**src/rtl/imem_load_arbiter_pkg.sv**
```systemverilog
// ----------------------------------------------------------------------------
// imem_pkg
//   Shared definitions for the instruction-memory load arbiter:
//   FSM state encoding, the NOP instruction returned while the core is stalled,
//   default address/data widths and the reset-state helper.
//   Optional feature macro used by this slice: IMEM_LOAD_CHECKSUM_EN.
// ----------------------------------------------------------------------------
package imem_pkg;

    localparam int IMEM_ADDR_W = 8;
    localparam int IMEM_DATA_W = 32;

    // addi x0, x0, 0 : harmless filler while the core is held
    localparam logic [31:0] NOP_INSTR = 32'h0000_0013;

    typedef enum logic [1:0] {
        ST_RUN     = 2'd0,
        ST_DRAIN   = 2'd1,
        ST_LOAD    = 2'd2,
        ST_RELEASE = 2'd3
    } imem_state_e;

    // State entered on reset: hold the core in LOAD until a program arrives,
    // or let it fetch straight away.
    function automatic imem_state_e reset_state(input logic boot_hold);
        imem_state_e st;
        if (boot_hold) begin
            st = ST_LOAD;
        end else begin
            st = ST_RUN;
        end
        return st;
    endfunction

endpackage

```
**src/rtl/imem_load_arbiter_if.sv**
```systemverilog
// ----------------------------------------------------------------------------
// imem_load_arbiter_if
//   Program-loader bus (request + valid/ready write channel).
//   master : the loader (UART/debug) -- drives ld_req/ld_valid/ld_addr/ld_data/ld_last
//   slave  : the arbiter             -- drives ld_ready
//   Optional feature macro used by this slice: IMEM_LOAD_CHECKSUM_EN (not used here).
// ----------------------------------------------------------------------------
interface imem_load_arbiter_if
    import imem_pkg::*;
#(
    parameter int ADDR_W = IMEM_ADDR_W,
    parameter int DATA_W = IMEM_DATA_W
);
    logic              ld_req;
    logic              ld_valid;
    logic              ld_ready;
    logic [ADDR_W-1:0] ld_addr;
    logic [DATA_W-1:0] ld_data;
    logic              ld_last;

    modport master (
        output ld_req, ld_valid, ld_addr, ld_data, ld_last,
        input  ld_ready
    );

    modport slave (
        input  ld_req, ld_valid, ld_addr, ld_data, ld_last,
        output ld_ready
    );
endinterface

```
**src/rtl/imem_load_arbiter_counter.sv**
```systemverilog
// ----------------------------------------------------------------------------
// imem_load_counter
//   Counts accepted loader words, saturating at 2**ADDR_W, and (optionally)
//   keeps a running XOR checksum of the accepted data.
//   Feature macro: IMEM_LOAD_CHECKSUM_EN adds the checksum output.
//   Ports:
//     clk, rst_n   clock, synchronous active-low reset
//     clear        restart counting (entering a new load)
//     accept       one loader word accepted this cycle
//     data         accepted word
//     count        words accepted, ADDR_W+1 bits, saturating
//     checksum     XOR of accepted words (only with IMEM_LOAD_CHECKSUM_EN)
// ----------------------------------------------------------------------------
module imem_load_counter
    import imem_pkg::*;
#(
    parameter int ADDR_W = IMEM_ADDR_W,
    parameter int DATA_W = IMEM_DATA_W
) (
    input  logic              clk,
    input  logic              rst_n,
    input  logic              clear,
    input  logic              accept,
    input  logic [DATA_W-1:0] data,
    output logic [ADDR_W:0]   count
`ifdef IMEM_LOAD_CHECKSUM_EN
    ,
    output logic [DATA_W-1:0] checksum
`endif
);

    localparam logic [ADDR_W:0] CNT_ZERO = {(ADDR_W+1){1'b0}};
    localparam logic [ADDR_W:0] CNT_ONE  = {{ADDR_W{1'b0}}, 1'b1};
    localparam logic [ADDR_W:0] CNT_MAX  = {1'b1, {ADDR_W{1'b0}}};

    logic [ADDR_W:0] count_q;
    logic [ADDR_W:0] count_d;

    // Next word count: clear wins, otherwise increment until full depth.
    always_comb begin
        count_d = count_q;
        if (clear) begin
            count_d = CNT_ZERO;
        end else if (accept && (count_q != CNT_MAX)) begin
            count_d = count_q + CNT_ONE;
        end else begin
            count_d = count_q;
        end
    end

    // Word-count register.
    always_ff @(posedge clk) begin
        if (!rst_n) begin
            count_q <= CNT_ZERO;
        end else begin
            count_q <= count_d;
        end
    end

    assign count = count_q;

`ifdef IMEM_LOAD_CHECKSUM_EN
    logic [DATA_W-1:0] sum_q;
    logic [DATA_W-1:0] sum_d;

    // Next checksum: cleared together with the count, folds in each accepted word.
    always_comb begin
        sum_d = sum_q;
        if (clear) begin
            sum_d = {DATA_W{1'b0}};
        end else if (accept) begin
            sum_d = sum_q ^ data;
        end else begin
            sum_d = sum_q;
        end
    end

    // Checksum register; keeps its value after the load completes.
    always_ff @(posedge clk) begin
        if (!rst_n) begin
            sum_q <= {DATA_W{1'b0}};
        end else begin
            sum_q <= sum_d;
        end
    end

    assign checksum = sum_q;
`else
    // Without the checksum the data input has no consumer.
    logic unused_data_s;
    assign unused_data_s = ^data;
`endif

endmodule

```
**src/rtl/imem_load_arbiter.sv**
```systemverilog
// ----------------------------------------------------------------------------
// imem_load_arbiter
//   Owns the single port of the instruction memory and shares it between CPU
//   fetch (read) and a program loader (write). Sequence on a reload:
//   RUN -> DRAIN (1 cycle) -> LOAD (until last word) -> RELEASE (1 cycle) -> RUN.
//   Feature macro: IMEM_LOAD_CHECKSUM_EN adds output ld_checksum.
//   Ports:
//     clk, rst_n      clock, synchronous active-low reset
//     cpu_addr/instr  fetch address / instruction (NOP unless RUN)
//     cpu_stall       core must hold its PC
//     ld (slave)      loader bus: ld_req, ld_valid/ld_ready, ld_addr, ld_data, ld_last
//     mem_*           memory port: write enable, address, write data, read data
//     load_done       one-cycle pulse when a load finishes
//     words_loaded    words accepted in the current/last load (saturating)
//     ld_checksum     XOR of accepted words (only with IMEM_LOAD_CHECKSUM_EN)
// ----------------------------------------------------------------------------
module imem_load_arbiter
    import imem_pkg::*;
#(
    parameter int ADDR_W    = IMEM_ADDR_W,
    parameter int DATA_W    = IMEM_DATA_W,
    parameter bit BOOT_HOLD = 1'b1
) (
    input  logic                clk,
    input  logic                rst_n,
    input  logic [ADDR_W-1:0]   cpu_addr,
    output logic [DATA_W-1:0]   cpu_instr,
    output logic                cpu_stall,
    imem_load_arbiter_if.slave  ld,
    output logic                mem_en,
    output logic [ADDR_W-1:0]   mem_addr,
    output logic [DATA_W-1:0]   mem_wdata,
    input  logic [DATA_W-1:0]   mem_rdata,
    output logic                load_done,
    output logic [ADDR_W:0]     words_loaded
`ifdef IMEM_LOAD_CHECKSUM_EN
    ,
    output logic [DATA_W-1:0]   ld_checksum
`endif
);

    localparam logic [DATA_W-1:0] NOP_W = DATA_W'(NOP_INSTR);

    imem_state_e state_q;
    imem_state_e state_d;
    logic        ld_ready_s;
    logic        accept_s;

    // Next-state: ld_req only matters in RUN, ld_last only on a LOAD handshake.
    always_comb begin
        state_d = state_q;
        case (state_q)
            ST_RUN: begin
                if (ld.ld_req) begin
                    state_d = ST_DRAIN;
                end else begin
                    state_d = ST_RUN;
                end
            end
            ST_DRAIN: begin
                state_d = ST_LOAD;
            end
            ST_LOAD: begin
                if (ld.ld_valid && ld.ld_last) begin
                    state_d = ST_RELEASE;
                end else begin
                    state_d = ST_LOAD;
                end
            end
            ST_RELEASE: begin
                state_d = ST_RUN;
            end
            default: begin
                state_d = ST_RUN;
            end
        endcase
    end

    // FSM state register.
    always_ff @(posedge clk) begin
        if (!rst_n) begin
            state_q <= reset_state(BOOT_HOLD);
        end else begin
            state_q <= state_d;
        end
    end

    // Port muxing decoded from the registered state; fetch read is zero-latency.
    always_comb begin
        cpu_stall  = 1'b1;
        cpu_instr  = NOP_W;
        ld_ready_s = 1'b0;
        mem_addr   = cpu_addr;
        mem_wdata  = {DATA_W{1'b0}};
        load_done  = 1'b0;
        case (state_q)
            ST_RUN: begin
                cpu_stall = 1'b0;
                cpu_instr = mem_rdata;
            end
            ST_DRAIN: begin
                cpu_stall = 1'b1;
            end
            ST_LOAD: begin
                ld_ready_s = 1'b1;
                mem_addr   = ld.ld_addr;
                mem_wdata  = ld.ld_data;
            end
            ST_RELEASE: begin
                load_done = 1'b1;
            end
            default: begin
                cpu_stall = 1'b1;
            end
        endcase
    end

    // A write happens on the same edge as the loader handshake.
    assign accept_s    = ld.ld_valid & ld_ready_s;
    assign mem_en      = accept_s;
    assign ld.ld_ready = ld_ready_s;

    imem_load_counter #(
        .ADDR_W (ADDR_W),
        .DATA_W (DATA_W)
    ) u_counter (
        .clk      (clk),
        .rst_n    (rst_n),
        .clear    (state_q == ST_DRAIN),
        .accept   (accept_s),
        .data     (ld.ld_data),
        .count    (words_loaded)
`ifdef IMEM_LOAD_CHECKSUM_EN
        ,
        .checksum (ld_checksum)
`endif
    );

endmodule

```
**src/flat_wrapper.sv**
```systemverilog
// flat-port wrapper written by rule: the top's interface ports become plain ports
module imem_load_arbiter_flat import imem_pkg::*;
#(
    parameter int ADDR_W    = IMEM_ADDR_W,
    parameter int DATA_W    = IMEM_DATA_W,
    parameter bit BOOT_HOLD = 1'b1
)
  (clk, rst_n, cpu_addr, cpu_instr, cpu_stall, mem_en, mem_addr, mem_wdata, mem_rdata, load_done, words_loaded, ld_ld_req, ld_ld_valid, ld_ld_addr, ld_ld_data, ld_ld_last, ld_ld_ready);
  imem_load_arbiter_if #(.ADDR_W(ADDR_W), .DATA_W(DATA_W)) ld_i ();
  input  logic clk;
  input  logic rst_n;
  input  logic [ADDR_W-1:0] cpu_addr;
  output logic [DATA_W-1:0] cpu_instr;
  output logic cpu_stall;
  output logic mem_en;
  output logic [ADDR_W-1:0] mem_addr;
  output logic [DATA_W-1:0] mem_wdata;
  input  logic [DATA_W-1:0] mem_rdata;
  output logic load_done;
  output logic [ADDR_W:0] words_loaded;
  input wire logic [$bits(ld_i.ld_req)-1:0] ld_ld_req;
  input wire logic [$bits(ld_i.ld_valid)-1:0] ld_ld_valid;
  input wire logic [$bits(ld_i.ld_addr)-1:0] ld_ld_addr;
  input wire logic [$bits(ld_i.ld_data)-1:0] ld_ld_data;
  input wire logic [$bits(ld_i.ld_last)-1:0] ld_ld_last;
  output wire logic [$bits(ld_i.ld_ready)-1:0] ld_ld_ready;
  assign ld_i.ld_req = ld_ld_req;
  assign ld_i.ld_valid = ld_ld_valid;
  assign ld_i.ld_addr = ld_ld_addr;
  assign ld_i.ld_data = ld_ld_data;
  assign ld_i.ld_last = ld_ld_last;
  assign ld_ld_ready = ld_i.ld_ready;
  imem_load_arbiter #(.ADDR_W(ADDR_W), .DATA_W(DATA_W), .BOOT_HOLD(BOOT_HOLD)) u_core (.clk(clk), .rst_n(rst_n), .cpu_addr(cpu_addr), .cpu_instr(cpu_instr), .cpu_stall(cpu_stall), .ld(ld_i), .mem_en(mem_en), .mem_addr(mem_addr), .mem_wdata(mem_wdata), .mem_rdata(mem_rdata), .load_done(load_done), .words_loaded(words_loaded));
endmodule
```
**config.mk**
```make
export PLATFORM = sky130hd
export DESIGN_NAME = imem_load_arbiter_flat
export DESIGN_NICKNAME = d
export VERILOG_FILES = /design/src/rtl/imem_load_arbiter_pkg.sv /design/src/rtl/imem_load_arbiter_if.sv /design/src/rtl/imem_load_arbiter_counter.sv /design/src/rtl/imem_load_arbiter.sv /design/src/flat_wrapper.sv
export SDC_FILE = /design/constraint.sdc
export NUM_CORES = 1
export LEC_CHECK = 0
export ABC_AREA = 1
export BUFFER_PORTS_ARGS = -buffer_cell sky130_fd_sc_hd__buf_2
export CAP_MARGIN = 20
export CORE_MARGIN = 2
export CORE_UTILIZATION = 31
export DETAILED_ROUTE_END_ITERATION = 16
export HOLD_SLACK_MARGIN = 0.06
export PLACE_DENSITY_LB_ADDON = 0.15
export SLEW_MARGIN = 20
export SYNTH_ARGS = -nofsm -noshare
export SYNTH_HDL_FRONTEND = slang
export SYNTH_SLANG_ARGS = --single-unit
export TNS_END_PERCENT = 50
```
**constraint.sdc**
```tcl
create_clock -name clk -period 1.6 [get_ports clk]
set_clock_uncertainty 0.15 [all_clocks]
set_input_delay 0 -clock clk [delete_from_list [all_inputs] [get_ports clk]]
set_output_delay 0 -clock clk [all_outputs]
set_load 0.01 [all_outputs]
```
Yosys cells after proc, flatten, opt, wreduce, memory -nomap -nowiden
Cells that the tools add are included.
W data, S select, Z words.
- reduce and logical (&&, ||, !) cells: 4
- bitwise logic cells: 2
- muxes and demuxes: 9
- equality and inequality tests: 4
- $add $sub $neg: 1
- operators with widths (kind ; number):
    $mux W32 ; 2
    $add A9 B1 Y9 const B ; 1
    $ne A9 B9 Y1 const B ; 1
    $mux W8 ; 1
    $pmux W2 S4 ; 1
    $mux W1 ; 5
    $eq A2 B2 Y1 const B ; 2
    $eq A2 B1 Y1 const B ; 1
    $logic_and A1 B1 Y1 ; 2
    $logic_not A2 Y1 ; 1
    $reduce_or A2 Y1 ; 1
    $and A1 B1 Y1 ; 1
    $not A1 Y1 ; 1
- register bits: 11

Depth between registers and ports, before layout
- depth in word-level cells: 4
- depth in mapped cells: 8
- mapped depth without buffers: 8

Hierarchy
From an unflattened synthesis, not the netlist that was laid out.
- cells, all modules: 252
- area total of the unflattened synthesis: 1302.5 um^2
- modules (own cells, without submodules) (module ; instances ; area each (um^2) ; cells an instance):
    imem_load_arbiter ; 1 ; 802.0 ; 178
    imem_load_counter ; 1 ; 500.5 ; 74

Worst setup path before layout
OpenSTA, ideal clock, no wires.
- path type: register -> register
- start point: reg u_core.state_q[0]
- end point: reg u_core.u_counter.count_q[4], in the netlist u_core.u_counter.count[4]
- period minus slack after synthesis: 1.501 ns
- path slack: 0.099 ns
- path buffers: 0
- cell stages (with the launch flop): 8
- setup time: 0.119 ns
- arrival time: 1.231 ns
- data required time: 1.331 ns
- path through: dfxtp_1 > inv_1 > ha_1 > nand2_4 > inv_2 > nand2_1 > o21ai_0 > a21oi_1
- cells in the longest elaborated chain, start to end: 4
- ends and longest elaborated chain (item ; RTL line ; text):
    start: declaration ; imem_load_arbiter.sv:44 ; imem_state_e state_q;
    start signal: assignment ; imem_load_arbiter.sv:82 ; state_q <= reset_state(BOOT_HOLD);
    start signal: assignment ; imem_load_arbiter.sv:84 ; state_q <= state_d;
    $eq A2 B2 Y1 ; imem_load_arbiter.sv:96 ; case (state_q)
    $mux W1 ; imem_load_arbiter.sv:96 ;
    net ld_ld_ready ; flat_wrapper.sv:26 ; output wire logic [$bits(ld_i.ld_ready)-1:0] ld_ld_ready;
    $and A1 B1 Y1 ; imem_load_arbiter.sv:119 ; assign accept_s = ld.ld_valid & ld_ready_s;
    net mem_en ; flat_wrapper.sv:15 ; output logic mem_en;
    $logic_and A1 B1 Y1 ; imem_load_arbiter_counter.sv:44 ; end else if (accept && (count_q != CNT_MAX)) begin
    end signal: assignment ; imem_load_arbiter_counter.sv:56 ; count_q <= count_d;
    end: declaration ; imem_load_arbiter_counter.sv:36 ; logic [ADDR_W:0] count_q;
The timed path passes the listed nets, and every way through them passes these cells.
A chain may end at the register's enable or synchronous reset.

Worst setup path in the final report
- start point: reg u_core.state_q[0]
- end point: out mem_addr[3]
- cells in the longest elaborated chain, start to end: 2
- ends and longest elaborated chain (item ; RTL line ; text):
    $eq A2 B2 Y1 ; imem_load_arbiter.sv:96 ;
    $mux W8 ; imem_load_arbiter.sv:96 ;
    end: declaration ; flat_wrapper.sv:16 ; output logic [ADDR_W-1:0] mem_addr;
No other way between the ends.

==> impl_summary.md <==
Place
The number of port buffers is roughly 170. Timing analysis after detailed placement gives a worst setup slack of 0.0202 ns. Routability-driven placement finished with a final weighted congestion of approximately 0.76. The post-detailed-placement half-perimeter wirelength is 4010 um.

Finish
The number of fill cells in the layout is ~410. The number of nets in the finished design is slightly above 500. The register area is 224 um2. The antenna diode instance count is 0. Summing all multi-input logic gate instances after layout gives between 700 and 800 um2. The library cells used most frequently in the layout, excluding fill and tap cells, are buf_2 (161), nand2_1 (82), inv_1 (78).

The fraction of layout instances using a drive strength above 1 is about half. The synthesis-to-finish area growth is 93.2%. The commonest non-fill, non-tap cell in the layout is buf_2.

Detailed routing
Using the TritonRoute via totals, the vias-per-cell ratio works out to roughly 4.0. The routed wirelength normalized by instance count is 10.6 um. For this block, the routed nets add up to around 5000 um of wire. The total via count after detailed routing is between 1500 and 2000.

The first-pass iteration count of the detailed router is 4. The remaining antenna violation count after routing is 0. The number of DRC violations after detailed-routing iteration 0 is 38. For this run, design rule violations remaining after detail routing come to 0.

STA
Static timing analysis puts the maximum clock frequency at roughly 630 MHz. The worst max-slew margin expressed relative to the limit is between 80 and 90%. The tightest hold path in the finished design has a slack of ~0.11 ns. Setup repair after global routing could not meet its margin everywhere. The time the worst path needs with I/O delays and setup is ~1.6 ns. The worst path setup slack after routing is 0.00323 ns.

The count of pins over their slew limit is 0. The total negative slack for setup checks is 0 ns. The slew at the pin with the worst max-slew slack is 0.222 ns. The hold violation count in the final report is 0.

The number of setup violations in the final report is 0. The portion of the clock cycle consumed by the worst path in the final layout is approximately 100%.

Floorplanning
The placement row count is 23. The horizontal extent of the die is 67.8 um. The initial utilization of the core area, before any placement, comes to about a third. The die outline height is about 68 um. The core region is 3970 um2. The area of the die is 4590 um2. The number of placed I/O pins is 170.

Clock tree
TritonCTS built the clock tree. The CTS buffer count is 3. For this design, the sink count on the clock tree is 11. The number of levels the H-tree was split into is 1.

The clock input transition at the sequential cells of the worst setup and hold paths is 0.05 ns. The root buffer cell chosen for the clock tree is clkbuf_8. The clock passes through at most 2 buffers. Clock latency on the worst-skew pair, taken at its later pin, is around 0.24 ns.

Logic synthesis
After synthesis, the cell types taking the most area are nand2_1 (24%), inv_1 (24%), dfxtp_1 (17%). When the netlist entered floorplanning its net count stood at 328. The mapped netlist covers roughly 1300 um2. The synthesis-stage register bit count is 11. The number of warnings reported in the yosys synthesis log is 0. The mean instance size in the synthesized netlist is approximately 5.3 um2. The synthesized netlist contains 18 unique library cells. In this run the biggest area consumer among cell types represents between 20% and 30% of the synthesized area. nand2_1 takes more of the synthesized area than any other cell. The cell count after synthesis came out at 236.

Sequential cells were found to cover between 10% and 20% of the synthesized design area.

Critical path
STA classifies the critical path endpoint as an output port. The nature of the critical path startpoint is a register. The worst endpoint data arrival time is around 1.5 ns. The data required time of the worst path is ~1.5 ns. In this design, the stage delay of the slowest critical-path cell is between 0.3 and 0.4 ns. Walking the worst path, the cells encountered are inv_4, ha_4, buf_12, mux2_2, buf_6. The maximum net fanout on the critical path is 8. The register-to-register setup slack is between 0.1 and 0.15 ns. The critical-path cell with the highest stage delay is dfxtp_4.

The critical path in this run is classified as register to output port.

Run status
The flow ran to the end, and the final reports show no timing, DRC or antenna violations.

Global route
For this run, the total global-route usage over all layers was measured as a little under a fifth. The number of global-route vias before repair is between 1000 and 1500. The initial antenna violation count is 0. The first-pass GRT wire length is between 6000 and 7000 um.

The maximum number of pins on one net before global-route repair is 22. For this run the aggregate overflow at the end of global routing stands at 0.

Power and ir drop
In this run the power density over the cells is between 500 and 600 nW/um2. The static leakage is 1.85 nW. The peak ir drop on the vdd network is roughly 0.00038 V.

Worst hold path
The tightest min-delay check is of the input pin to output port type.

Run
Max-cap violations in this run came to 0.
-- what timing repair did --
action | CTS | global route
setup buffers | 3 | 0
gates resized for setup | 7 | 19
setup endpoints to repair | 16 | 35
cloned | 1 | 0
hold buffers | 4 | 0
hold endpoints to repair | 10 | 0
-- report_power, final --
part           leakage, nW  internal [W]  switching (W)
clock               0.0228      0.000175       0.000103
combinational         1.73      0.000415       0.000385
sequential          0.0901      0.000286      0.0000154
-- worst paths after layout --
| check | startpoint | endpoint | cells after the start |
|---|---|---|---|
| worst max-delay path | u_core.state_q[0]$_SDFF_PN0_ | mem_addr[3] | 5 |
| worst min-delay path | mem_rdata[10] | cpu_instr[10] | 4 |
| worst max register to register | u_core.state_q[0]$_SDFF_PN0_ | u_core.u_counter.count[4]$_SDFFE_PP0P_ | 8 |
| worst min register to register | u_core.u_counter.count[6]$_SDFFE_PP0P_ | u_core.u_counter.count[6]$_SDFFE_PP0P_ | 2 |
-- layer usage --
layer / part of all wire, % / global-route usage (%) / vias up / wire [um]
li1: - / - / 1012 / -
met1: 39 / 21.8 / 758 / 1940
met2: 51 / 33.7 / 64 / 2520
met3: 9.0 / 4.67 / 5 / 442
met4: 0.71 / 3.75 / 0 / 35
met5: 0 / 0 / - / 0
-- kinds of logic (layout without fill, tap and decap cells) --
family                     Yosys count  count (layout)  synth area share [%]
DFF                                 11              11                  17.5
buffers and inverters               87             266                  27.3
AOI/OAI and AO/OA                   11              11                  4.36
adders and majority gates            7               7                  6.94
muxes                                8               8                  7.14
and+or+nand+nor                    112             112                  36.8
-- sequential cells by signal, indices dropped and copies added, names as in the netlist --
register                count
u_core.state_q              2
u_core.u_counter.count      9
-- synthesized netlist by cell type --
| cell | number |
|---|---|
| mux2_2 | 8 |
| dfxtp_1 | 11 |
| o21ai_1 | 1 |
| nand2_1 | 82 |
| clkbuf_1 | 1 |
| o21ai_0 | 2 |
| buf_4 | 4 |
| nor2_4 | 2 |
| ha_1 | 7 |
| nand3_1 | 7 |
| a21oi_1 | 8 |
| buf_2 | 2 |
| inv_1 | 79 |
| nor2_2 | 1 |
| nand2_4 | 1 |
| nor2_1 | 15 |
| inv_2 | 1 |
| or2_2 | 4 |
-- stage by stage --
stage	utilization, %	total power [W]	cells	area, um2
final	61.3	0.00138	465	2440
after detailed placement	54.8	0.000980	453	2180
after floorplan	-	0.000664	236	1260
after global routing	61.3	0.00149	465	2440
after CTS	59.1	0.00133	465	2350
after global placement	54.8	0.000973	453	2180
-- critical path: cells and delay by family (launching register included) --
family / cells / cell delay, ns
muxes: 1 / 0.34
adders and majority gates: 1 / 0.18
buffers and inverters: 3 / 0.33
DFF: 1 / 0.35
-- cell type report --
| type | count | area share [%] |
|---|---|---|
| flip-flops and latches | 11 | 9.19 |
| repair buffers | 182 | 43.2 |
| well taps | 50 | 2.57 |
| multi-input cells | 138 | 30.8 |
| inverters | 80 | 12.4 |
| clock buffers | 4 | 1.85 |
No activity file was read; power rests on OpenSTA's default activity.
